<file path="src/rtl/data_mem_arbiter.sv">
// data_mem_arbiter
//   This module arbitrates between two requesters for a single-port synchronous data
//   memory. Port 0 is the CPU load/store unit and port 1 is the loader.
//   It turns byte addresses into word addresses and rejects misaligned or
//   out-of-range addresses. Read data returns one registered cycle after the memory
//   read, together with a valid pulse for the port that issued the read.
// Ports
//   Clock, Reset_n         rising-edge clock, asynchronous active-low reset
//   pX_req/we/addr/wdata   request from port X (byte address, held until pX_gnt)
//   pX_gnt/rvalid/err      grant, read-data-valid and error pulses to port X
//   rdata                  shared read data, qualified by pX_rvalid
//   mem_addr/wdata/we/re   word-addressed memory controls
//   mem_rdata              memory read data, valid the cycle after mem_re
module data_mem_arbiter #(
  parameter int unsigned DATA_W     = 32,
  parameter int unsigned ADDR_W     = 10,
  parameter bit          FIXED_PRIO = 1'b0
) (
  input  logic              Clock,
  input  logic              Reset_n,
  input  logic              p0_req,
  input  logic              p0_we,
  input  logic [31:0]       p0_addr,
  input  logic [DATA_W-1:0] p0_wdata,
  output logic              p0_gnt,
  output logic              p0_rvalid,
  output logic              p0_err,
  input  logic              p1_req,
  input  logic              p1_we,
  input  logic [31:0]       p1_addr,
  input  logic [DATA_W-1:0] p1_wdata,
  output logic              p1_gnt,
  output logic              p1_rvalid,
  output logic              p1_err,
  output logic [DATA_W-1:0] rdata,
  output logic [ADDR_W-1:0] mem_addr,
  output logic [DATA_W-1:0] mem_wdata,
  output logic              mem_we,
  output logic              mem_re,
  input  logic [DATA_W-1:0] mem_rdata
);

  typedef enum logic [1:0] {IDLE, ISSUE, WAIT_RD} state_t;

  state_t            state;
  logic              last_p1;   // 1 when port 1 received the most recent grant
  logic              sel_p1;    // owner of the transaction in flight
  logic              issue_rd;  // ISSUE cycle carries a valid read

  logic              pick_p1;
  logic              req_we;
  logic [31:0]       req_addr;
  logic [DATA_W-1:0] req_wdata;
  logic              req_bad;

  always_comb begin
    if (p0_req && p1_req) begin
      pick_p1 = FIXED_PRIO ? 1'b0 : ~last_p1;
    end else begin
      pick_p1 = p1_req;
    end
    req_we    = pick_p1 ? p1_we    : p0_we;
    req_addr  = pick_p1 ? p1_addr  : p0_addr;
    req_wdata = pick_p1 ? p1_wdata : p0_wdata;
    req_bad   = (req_addr[1:0] != 2'b00) || (req_addr[31:ADDR_W+2] != '0);
  end

  // Everything shown during ISSUE is decided at the IDLE edge, so that the grant,
  // the error and the memory controls all come from registers.
  always_ff @(posedge Clock or negedge Reset_n) begin
    if (!Reset_n) begin
      state     <= IDLE;
      last_p1   <= 1'b1;
      sel_p1    <= 1'b0;
      issue_rd  <= 1'b0;
      p0_gnt    <= 1'b0;
      p0_rvalid <= 1'b0;
      p0_err    <= 1'b0;
      p1_gnt    <= 1'b0;
      p1_rvalid <= 1'b0;
      p1_err    <= 1'b0;
      rdata     <= '0;
      mem_addr  <= '0;
      mem_wdata <= '0;
      mem_we    <= 1'b0;
      mem_re    <= 1'b0;
    end else begin
      p0_gnt    <= 1'b0;
      p0_rvalid <= 1'b0;
      p0_err    <= 1'b0;
      p1_gnt    <= 1'b0;
      p1_rvalid <= 1'b0;
      p1_err    <= 1'b0;
      mem_we    <= 1'b0;
      mem_re    <= 1'b0;
      case (state)
        IDLE: begin
          if (p0_req || p1_req) begin
            state    <= ISSUE;
            sel_p1   <= pick_p1;
            last_p1  <= pick_p1;
            p0_gnt   <= ~pick_p1;
            p1_gnt   <= pick_p1;
            issue_rd <= ~req_bad & ~req_we;
            if (req_bad) begin
              p0_err <= ~pick_p1;
              p1_err <= pick_p1;
            end else begin
              mem_addr <= req_addr[ADDR_W+1:2];
              if (req_we) begin
                mem_we    <= 1'b1;
                mem_wdata <= req_wdata;
              end else begin
                mem_re <= 1'b1;
              end
            end
          end
        end
        ISSUE: begin
          state <= issue_rd ? WAIT_RD : IDLE;
        end
        WAIT_RD: begin
          rdata     <= mem_rdata;
          p0_rvalid <= ~sel_p1;
          p1_rvalid <= sel_p1;
          state     <= IDLE;
        end
        default: state <= IDLE;
      endcase
    end
  end

endmodule
</file>
<file path="config.mk">
export PLATFORM = sky130hd
export DESIGN_NAME = data_mem_arbiter
export DESIGN_NICKNAME = d
export VERILOG_FILES = /design/src/rtl/data_mem_arbiter.sv
export SDC_FILE = /design/constraint.sdc
export NUM_CORES = 1
export LEC_CHECK = 0
export ABC_CLOCK_PERIOD_IN_PS = 3100
export CORE_AREA = 2 2 102 104
export DETAILED_ROUTE_END_ITERATION = 6
export DIE_AREA = 0 0 104 106
export PLACE_DENSITY = 0.85
export SKIP_CTS_REPAIR_TIMING = 1
export SLEW_MARGIN = 10
export SYNTH_ARGS = -nofsm -noshare
export SYNTH_HDL_FRONTEND = slang
export SYNTH_SLANG_ARGS = --single-unit
</file>
<file path="constraint.sdc">
create_clock -name Clock -period 3.1 [get_ports Clock]
set_clock_uncertainty 0.1 [all_clocks]
set_input_delay 0.62 -clock Clock [delete_from_list [all_inputs] [get_ports Clock]]
set_output_delay 0.62 -clock Clock [all_outputs]
set_load 0.01 [all_outputs]
</file>
==> results.md, run 1 <==
Status:
- The flow ran to the end, and the final reports show no timing, DRC or antenna violations.

Power and ir drop:
- The design draws approximately 2.4 mW.
- The largest voltage drop on the vdd net is between 300 and 400 uV.
- In this run the power density over the cells is approximately 370 nW/um2.
- The leakage power of the design is 2.85 nW.

Final layout:
- The filler cell count in the final layout is between 700 and 800.
- Summing all multi-input logic gate instances after layout gives ~1500 um2.
- In the final layout, flip-flops and latches occupy roughly 2200 um2.
- The post-route netlist has between 10% and 20% of its cells at a drive strength greater than 1.
- The total inserted antenna cells is 0.
- The synthesis-to-finish area growth is 74.6%.
- The net count of the finished layout is 689.

Flow run:
- The max capacitance violation total is 0.

Synthesis:
- The net count after synthesis is 441.
- Counting flops and latches in the post-synthesis netlist gives 87.
- By area, the combinational part of the netlist is dominated by multiplexers.
- The count of cell types in the netlist is 24.
- The portion of synthesized area spent on multiplexers is between 30% and 40%.
- The share of async-settable or async-resettable flops after synthesis is 100%.
- Synthesis produced ~280 cells.
- The main flop type after synthesis is dfrtp_1.
- By area the synthesized netlist is led by dfrtp_1 57%, mux2_2 19%, mux2_1 9.5%.
- After synthesis, the most frequently instantiated cells are 86 x dfrtp_1, 65 x mux2_2, 32 x mux2_1.
- Among all cell types in the netlist, the one instantiated most often is dfrtp_1.
- The synthesized netlist devotes 2.54% of its cell area to compound gates.
- Summing the areas of all fa, ha and maj instances in the mapped netlist gives 0% of the synthesized area.
- The fraction of synthesized cell area in xor and xnor cells is 0%.
- The biggest area contributor in the post-synthesis netlist is dfrtp_1.
- The sequential cell area fraction in the yosys report is about 58%.
- The simple-gate portion of the synthesized area is about 5.8%.
- The synthesized cell area is ~3800 um2.
- The synthesized area per cell is around 14 um2.
- The synthesized design devotes to its leading area cell type a little under three fifths of total area.
- The synthesized design contains 0 enable-type register cells.
- Yosys printed 0 warnings.

Timing:
- In the final timing run, aggregate negative setup slack is 0 ns.
- The maximum clock frequency is between 0.3 and 0.4 GHz.
- Measured against its own limit, the worst slew margin works out to 28.9%.
- After layout, the worst path uses between 80% and 90% of the clock period.
- The total of endpoints with negative setup slack in the final report is 0.
- The smallest clock period supported by the final layout is computed as approximately 2.6 ns.
- The number of max-slew violations in the final report is 0.
- For the pin with the worst max-slew slack, the measured transition is around 1.1 ns.
- The count of endpoints failing hold in the final timing report was 0.
- Setup repair after global routing left no endpoint under its margin.

Critical path:
- The depth of the worst register-to-register path is 6.
- The slowest stage of the critical path is the clkdlybuf4s50_1 cell.
- Data on the critical path arrives at its endpoint at between 2 and 3 ns.
- STA classifies the critical path endpoint as a flop.
- The worst setup path is launched from an input port.
- The required time of the critical path is ~3.2 ns.
- The critical path class is input port to flop.
- The worst stage delay on the critical path is 0.42 ns.
- The critical path goes through clkdlybuf4s50_1, nor4_1, nand4_1, o32ai_2, and2_1, buf_12, mux2_1.
- The biggest fanout along the worst timing path is 33.

Clocking:
- The clock sink count is between 80 and 90.
- The clock latency on the worst-skew pair is around 0.33 ns.
- The number of buffers on the longest clock path is 2.
- After clock tree synthesis, the clock-pin slew on the worst setup and hold paths is roughly 0.080 ns.
- TritonCTS created 9 clock buffers.
- In this run the clock root is driven by a clkbuf_8.
- TritonCTS built the clock tree.
- The H-tree generated during clock tree synthesis spans 3 levels.

GRT:
- For this run the aggregate overflow at the end of global routing stands at 0.
- For this run, the total global-route usage over all layers was measured as 19.9%.
- The number of antenna violations at the first check in global routing was 0.
- The wire length of the first global-routing pass is approximately 18000 um.
- The number of global-route vias before repair is ~3.6k.
- The pin count of the biggest net entering global routing is just under 90.

Die:
- The horizontal die dimension is roughly 100 um.
- Once the floorplan was initialized, standard cells occupied 37.9% of the core.
- The placeable core region is 10000 um2.
- The die height is around 110 um.
- In this run the count of I/O pins placed on the die edge is approximately 250.
- The overall die area is roughly 11000 um2.
- Row generation in the floorplan step produced 37 rows.

Routing:
- The first routing iteration left 101 violations.
- After detailed routing, the average wire length per cell comes to 16.2 um.
- The first detailed-routing pass ran for 4 iterations.
- The total DRC errors in the routed layout is 0.
- The total wire length is between 10000 and 15000 um.
- Using the TritonRoute via totals, the vias-per-cell ratio works out to 4.71.
- The via count is about 3.1k.
- The detail route stage leaves a number of antenna-violating nets equal to 0.

Hold path:
- The hold path depth is 1.
- The class of the tightest hold or removal check is flop to flop.

Placement:
- The final RePlAce weighted congestion is roughly 0.80.
- Summed over all nets, the half-perimeter wirelength after detailed placement is roughly 8500 um.
- The count of buffers from port buffering is between 200 and 250.
-- cells in the final DEF (no fill, tap or decap), drive strengths merged --
cell           instances
o31ai                  1
clkinv                 1
clkbuf                12
o32ai                  1
o21ai                  2
mux2                  97
and2                   1
mux2i                 10
clkdlybuf4s50        246
clkinvlp               1
dfstp                  1
dfrtp                 86
a21oi                 11
nor2                  20
a21boi                 1
inv                    4
nand2                  7
nor2b                  1
buf                    6
nand4                  3
nor3                   1
nand3                  1
nand2b                 2
nor4                  10
bufinv                 1
-- metal layers --
metal  global-route usage [%]  share of wire (%)  routed length, um
met5                        0                  0                  0
met4                     5.12                1.3                136
met3                     7.60                9.2                984
met2                     35.4                 51               5490
met1                     22.5                 38               4140
-- kinds of logic (layout without fill, tap and decap cells) --
kind of cell	after synthesis	after routing
AOI/OAI and AO/OA	16	16
buffers and inverters	19	271
DFF	87	87
muxes	107	107
and+or+nand+nor	46	46
-- final timing paths --
check	startpoint	endpoint	slack, ns
max	p0_addr[27]	mem_wdata[9]$_DFFE_PN0P_	0.53
min	sel_p1$_DFFE_PN0P_	p0_rvalid$_DFF_PN0_	0.35
max reg2reg	state[1]$_DFFE_PN0P_	mem_wdata[9]$_DFFE_PN0P_	1.00
min reg2reg	sel_p1$_DFFE_PN0P_	p0_rvalid$_DFF_PN0_	0.35
max in group asynchronous	Reset_n	issue_rd$_DFFE_PN0P_	1.85
min in group asynchronous	Reset_n	mem_wdata[15]$_DFFE_PN0P_	0.37
-- critical path: cells and delay by family --
family	cells	cell delay (ns)
and+or+nand+nor	3	0.75
buffers and inverters	2	0.64
muxes	1	0.34
AOI/OAI and AO/OA	1	0.32
-- cell type report --
type                    count  area share (%)
clock buffers              12            2.35
clock inverters             3           0.643
inverters                   4           0.227
multi-input cells         169            23.0
flip-flops and latches     87            32.9
well taps                 136            2.57
repair buffers            252            38.3
-- state kept, by name, indices dropped and copies added, names as in the netlist --
signal and count:
p0_err 1, p0_rvalid 1, mem_wdata 32, p1_rvalid 1, issue_rd 1, mem_we 1
last_p1 1, sel_p1 1, mem_addr 10, mem_re 1, p0_gnt 1, p1_gnt 1
p1_err 1, rdata 32, state 2
-- power by group --
| group | leakage [nW] | switching [mW] | internal (mW) |
|---|---|---|---|
| logic | 1.62 | 0.141 | 0.310 |
| clock network | 0.0985 | 0.368 | 0.412 |
| registers | 1.13 | 0.0182 | 1.17 |
| total | 2.85 | 0.528 | 1.89 |
-- stage by stage --
step,util [%],hold WS (ns),instance area [um2],worst slack (ns),instances
global route,66.1,0.368,6610,0.397,663
CTS,66.1,0.351,6610,0.542,663
finish,66.1,0.355,6610,0.534,663
detailed placement,64.1,0.322,6410,0.163,648
global placement,64.1,0.326,6410,0.299,648
floorplan,-,0.224,3790,0.758,275
Note: power is estimated with default switching activity, not from simulation.
==> inputs of run 2 (changes only) <==
Settings changed: ABC_CLOCK_PERIOD_IN_PS 3100 to 2500, CORE_AREA 2 2 102 104 to 2 2 106 108, DIE_AREA 0 0 104 106 to 0 0 108 110, PLACE_DENSITY 0.85 to 0.79.
Clock period 3.1 ns to 2.5 ns, I/O delays scaled along.
==> results.md, run 2 (synthesized netlist as in run 1, its figures left out) <==
Critical path:
- In this run the critical register-to-register path is captured at mem_wdata[14]$_DFFE_PN0P_.
- The reg2reg setup slack is 0.41 ns (-0.59 ns).
- Tracing the worst setup path back leads to its startpoint at p0_addr[19].
- The required time of the critical path is 2.62 ns (-0.59 ns).
- The depth of the worst register-to-register path is 6 (unchanged).
- The arrival time at the worst endpoint was 2.48 ns (-0.20 ns).
- The biggest fanout along the worst timing path was 33 (unchanged).
- The critical path class is input port to flop.
- The worst setup path is launched from an input port.
- The critical path capture point type is a flop.
- The startpoint identified for the worst register-to-register timing path is state[1]$_DFFE_PN0P_.

Clocking:
- The count of H-tree levels built during CTS is 3 (unchanged).
- The clock-pin transition on the worst setup and hold timing paths is 0.08 ns (about the same).
- The total CTS buffers is 9 (unchanged).
- The number of buffers on the longest clock path is 2 (unchanged).
- The tree is rooted in a clkbuf_8.
- The clock latency on the worst-skew pair is 0.34 ns (about the same).
- The clock sink count is 87 (unchanged).
- TritonCTS built the clock tree.

Routing:
- The total wire length was 10400 um (-3.1%).
- The via-per-instance ratio came to 4.62 (-1.9%).
- The total DRC errors in the routed layout is 0 (unchanged).
- The routed length per placed instance was 15.3 um (-5.6%).
- The count of antenna-violating nets left after detailed routing was 0 (unchanged).
- The first-pass iteration count of the detailed router is 4 (unchanged).
- The violation count after the first detailed-route iteration came to 88 (-13%).
- The via count is 3142 (+0.64%).

Power and ir drop:
- The overall power consumption is 2.93 mW (+21%).
- The logic gate share of total power is 19.7% (+1.1 points).
- The share of total power consumed by net switching is 23.6% (+1.8 points).
- The reported net switching power is 0.691 mW (+31%).
- The cell-internal power is 2.24 mW (+18%).
- The areal power density over the cells is 437 nW/um2 (+19%).
- The sequential share of power is 50.2% (+1.1 points).
- The largest voltage drop on the vdd net is 348 uV (+14%).
- The clock network power share is 30.1% (-2.1 points).
- The leakage power of the design is 2.90 nW (+1.5%).

Final layout:
- The total inserted antenna cells is 0 (unchanged).
- The share of the core filled with cells in the final layout came to 62.7% (-3.4 points).
- The ratio of cells with drive above 1 in the final layout is 18.7% (+2.0 points).
- The filler cell count in the final layout is 831 (+5.3%).
- The synthesis-to-finish area growth is 77.1%.
- The largest registers in the layout are mem_wdata x32, rdata x32, mem_addr x10.
- The library cell used most frequently in the layout, excluding fill and tap cells, is clkdlybuf4s50_1.
- The top cell types in the final layout, fill and taps aside, are 246 x clkdlybuf4s50_1, 86 x dfrtp_1, 65 x mux2_2.
- The cell area after layout came to 6710 um2 (+1.4%).
- The filler-free cell count of the finished design was 680 (+2.6%).
- The number of nets in the layout is 701 (+1.7%).

GRT:
- The overall fraction of global-route tracks in use is 17.4% (-2.5 points).
- The number of global-route vias before repair was 3365 (-5.4%).
- The number of antenna violations at the first check in global routing is 0 (unchanged).
- The wire length of the first global-routing pass is 16000 um (-8.5%).
- The pin count of the biggest net entering global routing is 39 (-56%).
- The residual overflow from global routing is 0 (unchanged).

Timing:
- Derived from the worst setup path, the maximum achievable clock frequency is around 0.42 GHz.
- The total of endpoints with negative setup slack in the final report is 0 (unchanged).
- The shortest clock period the worst path allows after layout is roughly 2.4 ns.
- The worst-case hold slack came to 0.352 ns (-0.00252 ns).
- The headroom to the max-slew limit is 71.7% (+43 points).
- The total negative slack for setup checks is 0 ns (unchanged).
- The count of endpoints failing hold in the final timing report is 0 (unchanged).
- The number of max-slew violations in the final report was 0 (unchanged).
- Setup repair after global routing left no endpoint under its margin.
- The final critical path takes up between 90% and 100% of the cycle.
- The worst setup margin is 0.141 ns (-0.393 ns).
- The actual slew at the worst max-slew pin came to 0.424 ns (-0.643 ns).

Placement:
- The placed cell area is 6510 um2 (+1.6%).
- The final RePlAce weighted congestion was 0.778 (-2.5%).
- The detailed placer's ending HPWL came to 8230 um (-3.1%).
- The worst slack at placement came to -0.237 ns (-0.399 ns).
- The count of buffers from port buffering is 247 (unchanged).
- The total placed cells including tap cells is 663 (+2.3%).

Die:
- The placeable core region is 10700 um2 (+7.0%).
- The boundary pin count is 248 (unchanged).
- The row count is 38 (+2.7%).
- The die height is 110 um (+3.8%).
- The overall die area is 11900 um2 (+7.8%).
- The effective utilization at floorplan is 35.4% (-2.5 points).
- The horizontal die dimension is 108 um (+3.8%).

Hold path:
- The startpoint of the most critical hold path is sel_p1$_DFFE_PN0P_.
- The min-delay analysis places its worst path in the category flop to flop.
- The hold path depth is 1 (unchanged).
- The path with the worst hold slack has its endpoint at p0_rvalid$_DFF_PN0_.

Status:
- The flow ran to the end, and the final reports show no timing, DRC or antenna violations.

Flow run:
- The max capacitance violation total is 0 (unchanged).
## run 2: cell types whose count changed in the layout (fill, tap and decap cells not counted)
cell | before | now
buf_4 | 4 | 14
clkinvlp_4 | 1 | 4
buf_12 | 2 | 3
bufinv_16 | 1 | 0
clkbuf_1 | 1 | 0
clkbuf_8 | 11 | 10
dlygate4sd3_1 | 0 | 1
inv_6 | 0 | 1
## run 2: area by class of cell
cell class / count / area [um2] / share of cell area [%]
Tap cell: 140 / 175 / 2.61
Sequential cell: 87 / 2180 / 32.5
Inverter: 4 / 15.0 / 0.224
Clock inverter: 6 / 43.8 / 0.653
Clock buffer: 10 / 138 / 2.05
Multi-Input combinational cell: 169 / 1520 / 22.6
Timing Repair Buffer: 264 / 2640 / 39.3
## run 2: routing by layer
| layer | vias up | part of all wire [%] | GRT usage (%) |
|---|---|---|---|
| met2 | 154 | 49 | 30.2 |
| li1 | 1496 | - | - |
| met5 | - | 0 | 0 |
| met4 | 0 | 1.7 | 4.95 |
| met1 | 1476 | 38 | 19.4 |
| met3 | 16 | 11 | 7.94 |
## run 2: power by group through the flow
stage	combinational [mW]	sequential [mW]	clock, mW
2_1_floorplan	0.152	1.51	0
3_3_place_gp	0.574	1.50	0
3_5_place_dp	0.582	1.50	0
4_1_cts	0.585	1.47	0.934
5_1_grt	0.621	1.48	0.998
6_report	0.576	1.47	0.882
## run 2: worst max-delay path: stages
cell	delay (ns)
clkdlybuf4s50_1	0.40
nor4_1	0.29
nand4_1	0.19
o32ai_2	0.32
and2_1	0.21
buf_12	0.21
mux2_1	0.34
## run 2: how the worst max path moves through the flow
| stage | endpoint | slack [ns] | cells past startpoint |
|---|---|---|---|
| final | mem_wdata[14]$_DFFE_PN0P_ | 0.14 | 7 |
| after global routing | mem_wdata[7]$_DFFE_PN0P_ | 0.004 | 7 |
| after CTS | mem_wdata[28]$_DFFE_PN0P_ | 0.14 | 7 |
| after detailed placement | mem_wdata[28]$_DFFE_PN0P_ | -0.24 | 7 |
| after global placement | mem_wdata[13]$_DFFE_PN0P_ | -0.15 | 8 |
| after floorplan | mem_wdata[0]$_DFFE_PN0P_ | 0.28 | 7 |
